==> src/rtl/mux_sel_rr_arbiter_if.sv <==
// Request/grant bundle between the requesters and the mux-select arbiter.
// master: requester side (drives req); slave: arbiter side (drives grant/select).
interface mux_sel_rr_arbiter_if;
    logic [15:0] req;
    logic [15:0] gnt;
    logic [3:0]  sel;
    logic        gnt_valid;

    modport master (output req, input gnt, input sel, input gnt_valid);
    modport slave  (input req, output gnt, output sel, output gnt_valid);
endinterface

==> src/rtl/mux_sel_rr_arbiter.sv <==
// Round-robin arbiter owning the select of a shared 16:1 bit mux.
// One owner at a time; a tenure ends on release or after MAX_HOLD cycles
// while others wait (MAX_HOLD = 0 disables the limit). Handoffs have no
// idle bubble, and sel holds its last value while idle.
module mux_sel_rr_arbiter #(
    parameter int unsigned MAX_HOLD = 8
) (
    input  logic                 clk,
    input  logic                 rst,
    mux_sel_rr_arbiter_if.slave  bus
);

    localparam int unsigned    HW       = (MAX_HOLD > 0) ? $clog2(MAX_HOLD + 1) : 1;
    localparam logic [HW-1:0]  HOLD_MAX = HW'(MAX_HOLD);

    typedef enum logic {
        IDLE,
        GRANT
    } state_t;

    state_t         state_q, state_d;
    logic [3:0]     ptr_q, ptr_d;
    logic [HW-1:0]  hold_q, hold_d;
    logic [15:0]    gnt_q, gnt_d;
    logic [3:0]     sel_q, sel_d;
    logic           valid_q, valid_d;

    logic [3:0]     next_idx;
    logic [15:0]    others;
    logic [3:0]     win;

    // First set bit of vec scanning start, start+1, ... wrapping 15 -> 0.
    function automatic logic [3:0] search(input logic [15:0] vec, input logic [3:0] start);
        logic [3:0] idx;
        logic       found;
        search = start;
        found  = 1'b0;
        for (int unsigned i = 0; i < 16; i++) begin
            idx = start + 4'(i);
            if (!found && vec[idx]) begin
                search = idx;
                found  = 1'b1;
            end
        end
    endfunction

    assign next_idx = sel_q + 4'd1;
    assign others   = bus.req & ~(16'h0001 << sel_q);

    // Next-state, pointer, hold counter and registered-output values.
    always_comb begin
        state_d = state_q;
        ptr_d   = ptr_q;
        hold_d  = hold_q;
        gnt_d   = gnt_q;
        sel_d   = sel_q;
        valid_d = valid_q;
        win     = '0;

        unique case (state_q)
            IDLE: begin
                gnt_d   = '0;
                valid_d = 1'b0;
                if (|bus.req) begin
                    win     = search(bus.req, ptr_q);
                    gnt_d   = 16'h0001 << win;
                    sel_d   = win;
                    valid_d = 1'b1;
                    hold_d  = HW'(1);
                    state_d = GRANT;
                end
            end
            GRANT: begin
                if (!bus.req[sel_q]) begin
                    // Release: rotate past the owner, hand off directly if anyone waits.
                    ptr_d = next_idx;
                    if (|bus.req) begin
                        win    = search(bus.req, next_idx);
                        gnt_d  = 16'h0001 << win;
                        sel_d  = win;
                        hold_d = HW'(1);
                    end else begin
                        gnt_d   = '0;
                        valid_d = 1'b0;
                        state_d = IDLE;
                    end
                end else if (MAX_HOLD != 0 && hold_q == HOLD_MAX) begin
                    // Timeout: pass the grant on only if another requester waits.
                    hold_d = HW'(1);
                    if (|others) begin
                        ptr_d = next_idx;
                        win   = search(others, next_idx);
                        gnt_d = 16'h0001 << win;
                        sel_d = win;
                    end
                end else if (MAX_HOLD != 0 && hold_q != HOLD_MAX) begin
                    hold_d = hold_q + HW'(1);
                end
            end
            default: state_d = IDLE;
        endcase
    end

    // State and output registers with synchronous reset.
    always_ff @(posedge clk) begin
        if (rst) begin
            state_q <= IDLE;
            ptr_q   <= '0;
            hold_q  <= '0;
            gnt_q   <= '0;
            sel_q   <= '0;
            valid_q <= 1'b0;
        end else begin
            state_q <= state_d;
            ptr_q   <= ptr_d;
            hold_q  <= hold_d;
            gnt_q   <= gnt_d;
            sel_q   <= sel_d;
            valid_q <= valid_d;
        end
    end

    assign bus.gnt       = gnt_q;
    assign bus.sel       = sel_q;
    assign bus.gnt_valid = valid_q;

endmodule
==> src/flat_wrapper.sv <==
// flat-port wrapper written by rule: the top's interface ports become plain ports
module mux_sel_rr_arbiter_flat 
#(
    parameter int unsigned MAX_HOLD = 8
)
  (clk, rst, bus_req, bus_gnt, bus_sel, bus_gnt_valid);
  mux_sel_rr_arbiter_if bus_i ();
  input  logic clk;
  input  logic rst;
  input wire logic [$bits(bus_i.req)-1:0] bus_req;
  output wire logic [$bits(bus_i.gnt)-1:0] bus_gnt;
  output wire logic [$bits(bus_i.sel)-1:0] bus_sel;
  output wire logic [$bits(bus_i.gnt_valid)-1:0] bus_gnt_valid;
  assign bus_i.req = bus_req;
  assign bus_gnt = bus_i.gnt;
  assign bus_sel = bus_i.sel;
  assign bus_gnt_valid = bus_i.gnt_valid;
  mux_sel_rr_arbiter #(.MAX_HOLD(MAX_HOLD)) u_core (.clk(clk), .rst(rst), .bus(bus_i));
endmodule
==> config.mk <==
export PLATFORM = sky130hd
export DESIGN_NAME = mux_sel_rr_arbiter_flat
export DESIGN_NICKNAME = d
export VERILOG_FILES = /design/src/rtl/mux_sel_rr_arbiter_if.sv /design/src/rtl/mux_sel_rr_arbiter.sv /design/src/flat_wrapper.sv
export SDC_FILE = /design/constraint.sdc
export NUM_CORES = 1
export LEC_CHECK = 0
export BUFFER_PORTS_ARGS = -buffer_cell sky130_fd_sc_hd__buf_4
export CORE_MARGIN = 5
export CORE_UTILIZATION = 40
export DETAILED_ROUTE_END_ITERATION = 7
export PLACE_DENSITY_LB_ADDON = 0.3
export RECOVER_POWER = 100
export SLEW_MARGIN = 30
export SYNTH_ARGS = -nofsm -noshare
export SYNTH_HDL_FRONTEND = slang
export SYNTH_SLANG_ARGS = --single-unit
==> constraint.sdc <==
create_clock -name clk -period 7.83 [get_ports clk]
set_input_delay 1.1745 -clock clk [delete_from_list [all_inputs] [get_ports clk]]
set_output_delay 1.1745 -clock clk [all_outputs]
set_load 0.05 [all_outputs]
* Word-level counts from Yosys, hierarchy flattened *
Index checks and enable logic that the tools add are counted.
W data, S select, Z words.

operators by class
  add/sub/neg operators = 32
  $lt $le $gt $ge = 33
  eq/ne operators = 11
  shift-type cells = 4
  muxes and demuxes = 358
  bitwise logic cells = 3
  reductions and logical operators = 96

operator list
  kind                    number
  $mux W4                 66
  $mux W1                 233
  $bmux W1 S4             49
  $lt A4 B5 Y1 const B    33
  $mux W16                5
  $add A4 B4 Y4 const B   16
  $shl A1 B4 Y16 const A  4
  $logic_and A1 B1 Y1     45
  $logic_not A1 Y1        45
  $add A4 B3 Y4 const B   8
  $pmux W16 S2            1
  $reduce_or A16 Y1       2
  $add A4 B1 Y4 const B   4
  $add A4 B2 Y4 const B   4
  $and A16 B16 Y16        1
  $not A16 Y16            1
  $pmux W4 S2             2
  $ne A3 B3 Y1 const B    3
  $ne A2 B2 Y1 const B    4
  $ne A4 B4 Y1 const B    2
  $eq A4 B4 Y1 const B    1
  $pmux W1 S2             2
  $reduce_and A2 Y1       2
  $reduce_and A4 Y1       1
  other kinds (3)         3

word-level totals
  flip-flop bits (word level) = 30
  output and inout port bits = 21

* Depth between registers and ports, before layout *
Gate-level depths: netlist of run 1.

  word-level depth = 120
  depth in mapped cells = 25
  depth with buffers taken out = 16

* Worst setup path after synthesis of run 1 *
No wires, ideal clock.

  kind = register to register
  start = register u_core.sel_q[0], in the netlist u_core.bus.sel[0]
  end = register u_core.gnt_q[1], in the netlist u_core.bus.gnt[1]
  arrival = 6,313 ps
  path slack = 1,426 ps
  stages on the path, launching flop included = 24
  path buffers = 7
  period minus slack after synthesis = 6,404 ps
  cells stage by stage = dfxtp_1 > inv_1 > clkbuf_1 > buf_1 > ha_1 > buf_2 > inv_2 > buf_2 > clkbuf_1 > clkbuf_1 > ha_1 > nand2b_1 > and4_1 > a211o_1 > buf_2 > mux2_4 > a211o_1 > o31ai_1 > a311oi_1 > o41ai_2 > o32ai_1 > a21oi_1 > or4b_1 > a311oi_1

between the ends
  elaborated cells on any way between the ends = 328

RTL lines
  element                        RTL line                   RTL
  start: declaration             mux_sel_rr_arbiter.sv:25   logic [3:0] sel_q, sel_d;
  start signal: assignment       mux_sel_rr_arbiter.sv:118  sel_q <= sel_d;
  $add A4 B1 Y4 *                mux_sel_rr_arbiter.sv:47   assign next_idx = sel_q + 4'd1;
  via u_core.next_idx[0]         mux_sel_rr_arbiter.sv:28   logic [3:0] next_idx;
  $bmux W1 S4                    mux_sel_rr_arbiter.sv:40   if (!found && vec[idx]) begin
  $mux W1 (implied by the code)  mux_sel_rr_arbiter.sv:40
  $mux W1                        mux_sel_rr_arbiter.sv:40
  $mux W1                        mux_sel_rr_arbiter.sv:90   if (|others) begin
  $mux W1                        mux_sel_rr_arbiter.sv:87   end else if (MAX_HOLD != 0 && hold_q == HOLD_MAX) begin
  $mux W1                        mux_sel_rr_arbiter.sv:74   if (!bus.req[sel_q]) begin
  [... 103 more ...]             -
  $mux W4                        mux_sel_rr_arbiter.sv:87
  $mux W4                        mux_sel_rr_arbiter.sv:74
  $mux W4                        mux_sel_rr_arbiter.sv:60   unique case (state_q)
  $shl A1 B4 Y16                 mux_sel_rr_arbiter.sv:93   gnt_d = 16'h0001 << win;
  $mux W16                       mux_sel_rr_arbiter.sv:90
  $mux W16                       mux_sel_rr_arbiter.sv:87
  $mux W16 *                     mux_sel_rr_arbiter.sv:74
  $pmux W16 S2 *                 mux_sel_rr_arbiter.sv:60
  end signal: assignment         mux_sel_rr_arbiter.sv:117  gnt_q <= gnt_d;
  end: declaration               mux_sel_rr_arbiter.sv:24   logic [15:0] gnt_q, gnt_d;

The timed path passes the listed nets; every way through them passes the cells marked *. The select of a mux whose other input is x is not followed.
A chain may end at the register's enable or synchronous reset.

* Final worst setup path of run 1 *
  start = register u_core.sel_q[0], in the netlist u_core.bus.sel[0]
  end = register u_core.gnt_q[13], in the netlist u_core.bus.gnt[13]

between the ends
  word-level cells in the longest chain between the ends = 120
  elaborated cells on any way between the ends = 328

RTL lines
  element
  branches (longest 120 deep; another with $add A4 B1 Y4)

Several ways; the timed one is not identified. The select of a mux whose other input is x is not followed.

==> flow_summary.json, run 1 <==
{
  "status": "complete, no violations",
  "r2r_start": "u_core.bus.sel[0]$_SDFFE_PP0P_",
  "hold_viol": 0,
  "wl_per_cell_um": 24.4,
  "cp_num_cells": 17,
  "startpoint": "u_core.bus.sel[0]$_SDFFE_PP0P_",
  "clk_pin_slew_ns": 0.06,
  "syn_area_per_cell_sq_um": 8.03,
  "drv_slew": 0,
  "synthSimpleGateAreaFrac_pct": 26.1,
  "critPathBufInv": 2,
  "synth_edf_count": 0,
  "yosysSeqAreaShare_pct": 6.21,
  "synth_compound_area_share_pct": 28.7,
  "synth_top_family_by_area": "compound AO/OA/AOI/OAI gates",
  "cts_tree": "yes",
  "drcViolationCount": 0,
  "postCtsHoldBufs": 0,
  "grt_pass1_vias": 9655,
  "synth_nets": 1242,
  "final_util_pct": 42.0,
  "first_pass_iters": 6,
  "die_y_um": 165,
  "synthXorXnorAreaFrac_pct": 3.22,
  "synth_top_flop_cell": "dfxtp_1",
  "dp.cells": 1487,
  "worstPathArrival_ns": 6.98,
  "fin_worst_skew_ns": 0.00410,
  "vias_per_cell": 7.08,
  "maxCapViolCount": 0,
  "fp.dieW_um": 165,
  "path_max_fanout": 24,
  "slowest_stage": "dfxtp_1",
  "crit_chain": "ha_1, xnor2_4, buf_4, inv_1, ha_1, xnor2_1, xnor2_1, mux4_2, nor2_1, and4_1, nand4_2, a311o_1, a22oi_2, xnor2_4, nand3_1, or4b_1, a311oi_1",
  "grt_max_degree": 47,
  "slew_headroom_pct": 18.7,
  "synth_adder_area_share_pct": 2.46,
  "yosysWarnings": 0,
  "clockBufferDepth": 2,
  "setup-violations-final": 0,
  "max_slew.worst_pin.slew_ns": 1.21,
  "drt_wl_total_mm": 36.5,
  "crit_type": "reg2reg",
  "fp.coreArea_sq_um": 24000,
  "antenna_left": 0,
  "rr_endpoint": "u_core.bus.gnt[13]$_SDFFE_PP0P_",
  "min_path_type": "reg2reg",
  "cts.htree.levels": 2,
  "cts_made_buffers": 5,
  "overflow": 0,
  "initial_utilization_pct": 40.2,
  "post-cts-setup-buffers": 0,
  "grt_pass1_wl_mm": 56.0,
  "die_area_sq_um": 27400,
  "drt-initial-drc-count": 1476,
  "critPathMaxStageDelay_ns": 1.06,
  "r2r_cells": 17,
  "syn_to_final_growth_pct": 4.46,
  "antenna_cells": 0,
  "cp_top_family": "simple AND/OR/NAND/NOR gates",
  "dp_hpwl_mm": 26.9,
  "synthMuxAreaShare_pct": 27.2,
  "rsz0062_at_grt": "false",
  "clkLatencyLatePin_ns": 0.28,
  "clockRootBuffer": "clkbuf_16",
  "rrSetupSlack_ns": 1.03,
  "endpoint_kind": "flop",
  "worst-endpoint-required_ns": 8.02,
  "synth_cells": 1205,
  "io_pins": 39,
  "tns_ns": 0,
  "critPathLaunchType": "flop",
  "cts_sinks": 30,
  "layout.cells.non_filler": 1495,
  "nNetsFinal": 1207,
  "fin_crit_ns": 6.80,
  "gp_congestion": 0.991,
  "antenna_found_initial": 0,
  "port_buffers": 38,
  "fmax_mhz": 147,
  "grt_usage_pct": 25.9,
  "synth_area_sq_um": 9670,
  "drive_above_1_share_pct": 18.1,
  "async_flop_share_pct": 0,
  "fp-row-count": 57,
  "endpoint": "u_core.bus.gnt[13]$_SDFFE_PP0P_",
  "cts_resized": 0,
  "ys_ff_latch": 30,
  "min_period_over_period_pct": 86.8,
  "vias": 10600,
  "synth_cell_types": 113
}
-- Yosys cell counts (all sizes together), types with 20 or more instances --
cell	count	area (sq um)
nand2	97	369
nor3	29	178
xnor2	20	213
o21ai	62	314
a31oi	26	169
o22ai	20	125
clkbuf	53	200
dfxtp	30	601
a21oi	55	275
nand3	48	268
mux2	35	402
buf	47	285
nor2	103	399
mux2i	60	604
inv	30	113
mux4	72	1620
-- metal layers --
| metal | GRT usage (%) | share of wire [%] | up-vias |
|---|---|---|---|
| met5 | 0 | 0 | - |
| met3 | 3.03 | 9.1 | 123 |
| met1 | 34.2 | 40 | 5090 |
| met2 | 42.9 | 47 | 634 |
| met4 | 10.8 | 4.6 | 0 |
| li1 | - | - | 4734 |
-- logic make-up after synthesis --
| family | after synthesis |
|---|---|
| mux | 167 |
| simple gates | 452 |
| xor+xnor | 28 |
| fa+ha+maj | 19 |
| flops | 30 |
| compound gates | 379 |
| buf+inv | 130 |
-- cell type report --
cell class / instances / area [sq um]
clock buffer: 7 / 143
fill: 2498 / 13900
clock inverter: 1 / 5.00
inverter: 30 / 113
multi-input combinational: 1045 / 8470
sequential: 30 / 602
tap: 324 / 405
timing repair buffer: 58 / 360
-- stage by stage --
step / instance area (sq um) / setup WS (ns) / hold WS, ns
finish: 10100 / 1.03 / 0.463
global route: 10100 / 0.606 / 0.488
CTS: 10200 / 1.62 / 0.473
detailed placement: 10000 / 1.65 / 0.460
global placement: 10000 / 1.81 / 0.467
floorplan: 9670 / 1.43 / 0.463
-- worst reg2reg max path: stages, from the launching register on --
cell      delay [ns]
dfxtp_1         1.06
ha_1            0.58
xnor2_4         0.16
buf_4           0.32
inv_1           0.11
ha_1            0.23
xnor2_1         0.16
xnor2_1         0.79
mux4_2          0.70
nor2_1          0.17
and4_1          0.37
nand4_2         0.22
a311o_1         0.32
a22oi_2         0.37
xnor2_4         0.19
nand3_1         0.17
or4b_1          0.56
a311oi_1        0.22
-- state kept, by name, indices dropped and copies added, names as in the netlist --
name and count:
u_core.bus.sel 4, u_core.ptr_q 4, u_core.bus.gnt 16, u_core.bus.gnt_valid 1, u_core.hold_q 4, u_core.state_q 1
-- placed cells by master, fill, tap and decap left out, types with 9 or more instances in the layout --
cell type  count
a32o_1        11
o21a_1        10
a31oi_1       24
nor2_1       100
nor3_1        25
ha_1          18
a211oi_1      15
xnor2_1       18
a21boi_0      10
a311oi_1      11
nand4_1       13
and3_1        11
a221oi_1      12
mux4_2        72
nand2_1       95
buf_4         38
dfxtp_1       29
inv_1         28
o22ai_1       20
nand3b_1       9
o211ai_1      16
a22oi_1       16
o21ai_0       56
nor4_1        15
mux2i_1       59
nor2b_1       18
nand3_1       44
mux2_2        33
a21oi_1       55
nand2b_1      17
clkbuf_1      21
and2_1        18
-- how the worst min path moves through the flow --
stage,from,endpoint,slack [ns],cells past startpoint
CTS,u_core.bus.gnt_valid$_SDFFE_PP0P_,u_core.bus.gnt_valid$_SDFFE_PP0P_,0.47,1
global placement,u_core.bus.gnt_valid$_SDFFE_PP0P_,u_core.bus.gnt_valid$_SDFFE_PP0P_,0.47,1
global route,u_core.bus.gnt_valid$_SDFFE_PP0P_,u_core.bus.gnt_valid$_SDFFE_PP0P_,0.49,1
floorplan,u_core.hold_q[0]$_SDFF_PP0_,u_core.hold_q[0]$_SDFF_PP0_,0.46,1
finish,u_core.bus.gnt_valid$_SDFFE_PP0P_,u_core.bus.gnt_valid$_SDFFE_PP0P_,0.46,1
detailed placement,u_core.bus.gnt_valid$_SDFFE_PP0P_,u_core.bus.gnt_valid$_SDFFE_PP0P_,0.46,1
Power of run 1 is left out: the tool's default activity adds up to more than one toggle a clock period on the data nets, which glitch-free logic cannot reach.
==> inputs of run 2 (changes only) <==
clock period = 8.1 ns   (was 7.83 ns; I/O delays follow)
==> run 2 against run 1 <==
Against the previous run:
- via count shrank 0.15%
- non-clock buffer count shrank 6
- design area shrank 0.37%
- die area is the same
- worst hold slack gained 0.012 ns
- cell count shrank 0.40%
- sequential share of layout area is essentially flat
- clock skew grew 0.0080 ns
- first-iteration DRC count shrank 8.2%
- largest cell class unchanged
==> flow_summary.json, run 2 (synthesized netlist as in run 1, its figures left out) <==
{
  "status": "complete, no violations",
  "drt_wl_total_mm": 36.7,
  "vias": 10600,
  "first_pass_iters": 6,
  "initial_utilization_pct": 40.2,
  "hold_viol": 0,
  "fin_worst_skew_ns": 0.0121,
  "tns_ns": 0,
  "crit_type": "reg2reg",
  "regArea_sq_um": 602,
  "postCtsHoldBufs": 0,
  "cts.htree.levels": 2,
  "drv_slew": 0,
  "critPathLaunchType": "flop",
  "endpoint_kind": "flop",
  "overflow": 0,
  "min_path_type": "reg2reg",
  "clockRootBuffer": "clkbuf_16",
  "antenna_cells": 0,
  "fin_crit_ns": 6.81,
  "finalInstanceArea_sq_um": 10100,
  "min_period_over_period_pct": 84.1,
  "antenna_found_initial": 0,
  "dp_hpwl_mm": 26.7,
  "drt-initial-drc-count": 1355,
  "final_util_pct": 41.9,
  "clkLatencyLatePin_ns": 0.29,
  "fmax_mhz": 147,
  "largest_reg_flops": 16,
  "post-cts-setup-buffers": 0,
  "fp.dieW_um": 165,
  "clockBufferDepth": 2,
  "cts_tree": "yes",
  "max_slew.worst_pin.slew_ns": 1.17,
  "cts_resized": 0,
  "cts_made_buffers": 5,
  "multi_input_area_sq_um": 8490,
  "die_area_sq_um": 27400,
  "drcViolationCount": 0,
  "nNetsFinal": 1201,
  "wl_per_cell_um": 24.6,
  "placed_cell_area_sq_um": 9990,
  "path_max_fanout": 27,
  "setup-violations-final": 0,
  "grt_usage_pct": 26.0,
  "worstPathArrival_ns": 7.01,
  "syn_to_final_growth_pct": 4.08,
  "fp-row-count": 57,
  "mostFrequentLayoutCells": "nor2_1 (100), nand2_1 (95), mux4_2 (72), mux2i_1 (59), o21ai_0 (57)",
  "io_pins": 39,
  "fp.coreArea_sq_um": 24000,
  "grt_pass1_wl_mm": 56.4,
  "clk_pin_slew_ns": 0.06,
  "gp_congestion": 0.971,
  "vias_per_cell": 7.10,
  "grt_max_degree": 77,
  "worst-endpoint-required_ns": 8.29,
  "grt_pass1_vias": 9707,
  "die_y_um": 165,
  "maxCapViolCount": 0,
  "layout_commonest_cell": "nor2_1",
  "cts_sinks": 30,
  "slew_headroom_pct": 21.2,
  "rsz0062_at_grt": "false",
  "drive_above_1_share_pct": 17.8,
  "port_buffers": 38,
  "antenna_left": 0,
  "nFillCells": 2428
}
[run 2: cell count changes in the layout (fill, tap and decap cells not counted), sizes merged]
cell | previous run | this run
clkbuf | 27 | 28
buf | 38 | 31
[run 2: worst paths after layout]
check                                                       start                                 to  slack [ns]  depth (start not counted)
worst max-delay path               u_core.bus.sel[0]$_SDFFE_PP0P_     u_core.bus.gnt[7]$_SDFFE_PP0P_        1.29                         16
worst min-delay path            u_core.bus.gnt_valid$_SDFFE_PP0P_  u_core.bus.gnt_valid$_SDFFE_PP0P_        0.48                          1
worst max register to register     u_core.bus.sel[0]$_SDFFE_PP0P_     u_core.bus.gnt[7]$_SDFFE_PP0P_        1.29                         16
worst min register to register  u_core.bus.gnt_valid$_SDFFE_PP0P_  u_core.bus.gnt_valid$_SDFFE_PP0P_        0.48                          1
[run 2: area by class of cell]
cell class                 instances  share of cell area [%]
timing repair buffer              52                    3.10
multi-input combinational       1045                    84.3
tap                              324                    4.03
inverter                          30                    1.12
clock inverter                     1                  0.0497
sequential                        30                    5.98
clock buffer                       7                    1.42
[run 2: worst max-delay path, cell delays in order (launching register included)]
cell and delay [ns]:
dfxtp_1 0.37, ha_1 0.37, xnor2_4 0.68, inv_1 0.70, ha_1 0.46, nor2b_1 0.17
o21a_1 0.20, o21ai_0 0.43, o22ai_1 0.25, a211oi_1 0.66, nand4_1 0.54, or2_0 0.39
o21ai_0 0.17, o21ai_1 0.12, or2_0 0.44, or4_1 0.57, a41oi_1 0.20
[run 2: routing by layer]
metal  vias to the layer above  part of all wire, %  GRT usage (%)
met3                       101                  9.6           4.37
met2                       659                   46           41.8
met1                      5079                   41           35.4
met4                         0                  3.9           9.00
met5                         -                    0              0
li1                       4726                    -              -
[run 2: per-stage QoR]
stage,worst slack (ns),instances,hold slack [ns]
after floorplan,1.70,1205,0.463
after global placement,1.96,1481,0.472
after detailed placement,1.91,1481,0.468
after CTS,1.84,1489,0.480
after global routing,0.695,1489,0.493
final,1.29,1489,0.475
Power of run 2 is left out for the same reason.
